$ cat src/rtl/sfx_sequencer.sv
// Sound-effect sequencer: plays short square-wave tune sequences on game events.
// Ports: clk, clr (async active-low), jump/status/score/mute in; audio/busy out.
module sfx_sequencer #(
    parameter int unsigned CLK_HZ = 100_000_000
) (
    input  logic        clk,
    input  logic        clr,
    input  logic        jump,
    input  logic [1:0]  status,
    input  logic [15:0] score,
    input  logic        mute,
    output logic        audio,
    output logic        busy
);

    localparam int unsigned TICK = CLK_HZ / 1000;
    localparam int unsigned PW   = (TICK > 2) ? $clog2(TICK) : 1;
    localparam logic [8:0]  GAP_MS = 9'd10;

    localparam logic [17:0] HP_784  = 18'(CLK_HZ / (2 * 784));
    localparam logic [17:0] HP_988  = 18'(CLK_HZ / (2 * 988));
    localparam logic [17:0] HP_1319 = 18'(CLK_HZ / (2 * 1319));
    localparam logic [17:0] HP_523  = 18'(CLK_HZ / (2 * 523));
    localparam logic [17:0] HP_392  = 18'(CLK_HZ / (2 * 392));
    localparam logic [17:0] HP_330  = 18'(CLK_HZ / (2 * 330));
    localparam logic [17:0] HP_262  = 18'(CLK_HZ / (2 * 262));

    typedef enum logic [1:0] {
        IDLE,
        NOTE,
        GAP
    } state_t;

    state_t        state;
    logic [1:0]    prio;
    logic [1:0]    idx;
    logic [PW-1:0] pre;
    logic [8:0]    ms;
    logic [17:0]   tcnt;
    logic          tone;

    logic          jump_q;
    logic [1:0]    status_q;
    logic [15:0]   score_q;

    logic [1:0]    ev;
    logic          take;
    logic          tick;
    logic [17:0]   note_hp;
    logic [8:0]    note_ms;
    logic          last;

    // Highest-priority event this cycle: 3 = over, 2 = score, 1 = jump.
    always_comb begin
        ev = 2'd0;
        if (status == 2'b10 && status_q != 2'b10) begin
            ev = 2'd3;
        end else if (score != score_q && score != 16'd0) begin
            ev = 2'd2;
        end else if (jump && !jump_q && status == 2'b01) begin
            ev = 2'd1;
        end
    end

    // Equal priority restarts the running sequence; lower is dropped.
    assign take = (ev != 2'd0) && (ev >= prio);
    assign tick = (pre == PW'(TICK - 1));

    // Note table indexed by active sequence and note position.
    always_comb begin
        note_hp = HP_784;
        note_ms = 9'd60;
        last    = 1'b1;
        case ({prio, idx})
            {2'd2, 2'd0}: begin note_hp = HP_988;  note_ms = 9'd50;  last = 1'b0; end
            {2'd2, 2'd1}: begin note_hp = HP_1319; note_ms = 9'd100; last = 1'b1; end
            {2'd3, 2'd0}: begin note_hp = HP_523;  note_ms = 9'd150; last = 1'b0; end
            {2'd3, 2'd1}: begin note_hp = HP_392;  note_ms = 9'd150; last = 1'b0; end
            {2'd3, 2'd2}: begin note_hp = HP_330;  note_ms = 9'd150; last = 1'b0; end
            {2'd3, 2'd3}: begin note_hp = HP_262;  note_ms = 9'd300; last = 1'b1; end
            default:      begin note_hp = HP_784;  note_ms = 9'd60;  last = 1'b1; end
        endcase
    end

    always_ff @(posedge clk or negedge clr) begin
        if (!clr) begin
            state    <= IDLE;
            prio     <= 2'd0;
            idx      <= 2'd0;
            pre      <= '0;
            ms       <= '0;
            tcnt     <= '0;
            tone     <= 1'b0;
            audio    <= 1'b0;
            busy     <= 1'b0;
            jump_q   <= 1'b0;
            status_q <= 2'b00;
            score_q  <= 16'd0;
        end else begin
            jump_q   <= jump;
            status_q <= status;
            score_q  <= score;
            audio    <= tone & ~mute;

            if (take) begin
                state <= NOTE;
                prio  <= ev;
                idx   <= 2'd0;
                pre   <= '0;
                ms    <= '0;
                tcnt  <= '0;
                tone  <= 1'b0;
                busy  <= 1'b1;
            end else begin
                case (state)
                    IDLE: begin
                        prio <= 2'd0;
                        pre  <= '0;
                        ms   <= '0;
                        tcnt <= '0;
                        tone <= 1'b0;
                        busy <= 1'b0;
                    end
                    NOTE: begin
                        if (tick) begin
                            pre <= '0;
                            ms  <= ms + 9'd1;
                        end else begin
                            pre <= pre + PW'(1);
                        end
                        if (tcnt == note_hp - 18'd1) begin
                            tcnt <= '0;
                            tone <= ~tone;
                        end else begin
                            tcnt <= tcnt + 18'd1;
                        end
                        // Note expiry overrides the tone update above.
                        if (tick && ms == note_ms - 9'd1) begin
                            ms   <= '0;
                            tcnt <= '0;
                            tone <= 1'b0;
                            if (last) begin
                                state <= IDLE;
                                prio  <= 2'd0;
                                busy  <= 1'b0;
                            end else begin
                                state <= GAP;
                            end
                        end
                    end
                    GAP: begin
                        tone <= 1'b0;
                        if (tick) begin
                            pre <= '0;
                            if (ms == GAP_MS - 9'd1) begin
                                ms    <= '0;
                                tcnt  <= '0;
                                idx   <= idx + 2'd1;
                                state <= NOTE;
                            end else begin
                                ms <= ms + 9'd1;
                            end
                        end else begin
                            pre <= pre + PW'(1);
                        end
                    end
                    default: begin
                        state <= IDLE;
                        prio  <= 2'd0;
                        busy  <= 1'b0;
                        tone  <= 1'b0;
                    end
                endcase
            end
        end
    end

endmodule

$ cat config.mk
export PLATFORM = sky130hd
export DESIGN_NAME = sfx_sequencer
export DESIGN_NICKNAME = d
export VERILOG_FILES = /design/src/rtl/sfx_sequencer.sv
export SDC_FILE = /design/constraint.sdc
export NUM_CORES = 1
export LEC_CHECK = 0
export CORE_ASPECT_RATIO = 0.6
export CORE_MARGIN = 5
export CORE_UTILIZATION = 50
export CTS_BUF_LIST = sky130_fd_sc_hd__clkbuf_16
export CTS_CLUSTER_DIAMETER = 150
export CTS_CLUSTER_SIZE = 24
export DETAILED_ROUTE_END_ITERATION = 10
export MAX_ROUTING_LAYER = met4
export PLACE_DENSITY = 0.68
export SYNTH_ARGS = -nofsm -noshare
export SYNTH_HDL_FRONTEND = slang
export SYNTH_SLANG_ARGS = --single-unit
$ cat constraint.sdc
create_clock -name clk -period 4.5 [get_ports clk]
set_input_delay 0.45 -clock clk [delete_from_list [all_inputs] [get_ports clk]]
set_output_delay 0.45 -clock clk [all_outputs]
set_load 0.03 [all_outputs]
==> summary.md <==
| Metric | Value |
|---|---|
| Synth unique cells | `79` |
| Clk_skew | `0.00979 ns` |
| Most frequent cells in the layout | `72 x dfrtp_1, 51 x nand2_1, 35 x o21ai_0, 25 x inv_1, 22 x clkdlybuf4s50_1` |
| Slew HR | `27.6%` |
| #FFs+latches synth | `72` |
| Layout cells sized above 1 | `10.4%` |
| Total Routing Usage GR | `22.8%` |
| Remaining antenna violation count after routing | `0` |
| DR pass1 iterations | `5` |
| Vias | `4340` |
| Critical Path AT | `4.08 ns` |
| Diode count | `0` |
| Clk sinks | `72` |
| Max Clock Freq | `262 MHz` |
| Root Buffer | `clkbuf_16` |
| # hold bufs at CTS | `0` |
| Syn nets | `579` |
| Area Overhead vs Synth | `12.3%` |
| Number of synthesized flops with an enable pin | `0` |
| Core outline area | `9810 um^2` |
| Pwr Density | `404 nW/um^2` |
| Largest family of logic cells by synthesized area | `simple AND/OR/NAND/NOR gates` |
| Async SR Flop Fraction | `100%` |
| VDD IR max | `0.213 mV` |
| Nature of the critical path endpoint | `register` |
| Htree depth | `3` |
| Tightest Pin Transition | `1.08 ns` |
| Cell area after synthesis | `4990 um^2` |
| Critical path type | `in2reg` |
| Mux share of post-synthesis cell area | `2.28%` |
| Post-Route Utilization | `57.2%` |
| Simple-gate area share of the yosys netlist | `27.6%` |
| CP Launch Type | `primary input` |
| RSZ-0062 raised after global routing | `false` |
| Initial core utilization | `50.9%` |
| Fin. max-slew vios | `0` |
| Initial antenna violation count | `0` |
| I/O Buffers | `23` |
| Leakage | `2.27 nW` |
| Syn_area_per_cell | `9.19 um^2` |
| HPWL Detailed | `8930 um` |
| Setup violators final | `0` |
| Status | `complete, no violations` |
| Layout net count | `600` |
| Worst Path Required | `4.76 ns` |
| WL/cell | `18.0 um` |
| TritonCTS Buffers | `9` |
| Cts repair resizes | `0` |
| Area of the multi-input gates | `2940 um^2` |
| Register area share after synthesis | `36.1%` |
| Final WL | `12700 um` |
| Crit-path max FO | `19` |
| CTS tree | `done` |
| DRC viols | `0` |
| Setup TNS | `0 ns` |
| Compound-Gate Fraction of Synth Area | `20.6%` |
| Gr ovfl total | `0` |
| Final period utilization | `84.8%` |
| Starting DRT DRC Count | `352` |
| Syn Inst Count | `543` |
| Ys Warns | `0` |
| First-pass GRT wire length | `21800 um` |
| Area share of fa/ha/maj cells after synthesis | `3.51%` |
| Post-synthesis xor/xnor area fraction | `4.91%` |
| Floorplan row count | `28` |
| Largest net degree at the start of global routing | `73` |
| Area of the die | `12100 um^2` |
| Io pins | `24` |
| Clock latency on the worst-skew pair | `0.34 ns` |
| Die X-Extent | `139 um` |
| Predominant post-synthesis flop cell | `dfrtp_1` |
| Commonest non-fill, non-tap cell in the layout | `dfrtp_1` |
| Die Y | `87.4 um` |
| Post-CTS Setup Inserts | `0` |
| Post-layout min period | `3.81 ns` |
| FF+latch area | `1800 um^2` |
| Clock buffer depth | `2` |
| Worst-path clk slew | `0.06 ns` |
| Fin. Hold Viols | `0` |
| Via density per instance | `6.16` |
| Min-delay worst type | `in2async` |
| Vias in the first global route | `4180` |
| Max_cap viols | `0` |
| Placer Congestion | `0.923` |
| Fillers | `871` |
routing by layer:
layer	up-vias	global-route usage, %	wire [um]
li1	2066	-	-
met1	2115	34.1	6710
met5	-	-	0
met2	143	31.3	5100
met3	16	4.83	781
met4	0	5.42	108
worst max-delay path: stages:
cell and delay (ns):
clkdlybuf4s50_1 0.46, xor2_1 0.17, nor4_1 0.43, nand4_1 0.19, a21oi_1 0.27, inv_1 0.08
ha_1 0.27, a21oi_1 0.29, o21bai_1 0.19, a21oi_1 0.10, nor3_2 0.83, o21ai_0 0.23
o21ai_0 0.12
final timing paths:
kind / startpoint / end / slack [ns] / cells past startpoint
setup / recovery: score[1] / pre[9] / 0.69 / 13
hold / removal: clr / pre[10] / 0.23 / 1
setup reg to reg: prio[1] / tcnt[16] / 0.85 / 11
hold reg to reg: pre[2] / pre[2] / 0.52 / 1
max in group asynchronous: clr / audio / 3.63 / 1
min in group clk: pre[2] / pre[2] / 0.52 / 1
cell usage after synthesis (all sizes together) (8+ instances only):
master | number | area (um^2)
nand2 | 51 | 191
nor2b | 13 | 81.3
or3 | 11 | 68.8
nand4 | 12 | 81.3
o21ai | 41 | 209
inv | 25 | 93.8
a22o | 8 | 70.1
buf | 18 | 133
nor4 | 12 | 75.1
nor3 | 21 | 115
nand2b | 15 | 93.8
nand3 | 18 | 115
ha | 14 | 175
nor2 | 22 | 85.1
dfrtp | 72 | 1800
and3 | 18 | 113
xor2 | 21 | 184
o221ai | 8 | 120
mux2i | 8 | 80.1
a21oi | 21 | 105
power by group:
part	total (mW)	internal, mW	switching, mW	leakage, nW
registers	0.724	0.678	0.0463	0.946
clock network	0.721	0.429	0.291	0.147
logic	0.821	0.305	0.516	1.18
area by class of cell:
type | instances | share of cell area (%)
inverter | 26 | 1.74
timing repair buffer | 33 | 5.40
sequential | 72 | 32.1
clock inverter | 7 | 1.25
clock buffer | 9 | 4.02
tap | 135 | 3.01
multi-input combinational | 422 | 52.5
kinds of logic after synthesis:
family,Yosys count
flip-flops,72
AND/OR/NAND/NOR,234
AO/OA/AOI/OAI,135
buffers and inverters,49
multiplexers,11
adder cells (fa/ha/maj),14
XOR/XNOR,28
flip-flops by register name, indices dropped and copies added, names as in the netlist:
register	cells
tcnt	18
pre	17
score_q	16
ms	9
idx	2
prio	2
state	2
status_q	2
audio	1
busy	1
jump_q	1
tone	1
through the flow:
stage | setup WS [ns] | hold slack [ns] | power (mW) | cell area, um^2 | std cells
2_1_floorplan | 1.49 | 0.154 | 1.33 | 4990 | 543
3_3_place_gp | 0.527 | 0.502 | 1.52 | 5310 | 688
3_5_place_dp | 0.429 | 0.508 | 1.54 | 5310 | 688
4_1_cts | 0.769 | 0.290 | 2.27 | 5610 | 704
5_1_grt | 0.300 | 0.346 | 2.40 | 5610 | 704
6_report | 0.686 | 0.229 | 2.27 | 5610 | 704
(Power assumes the default switching activity.)
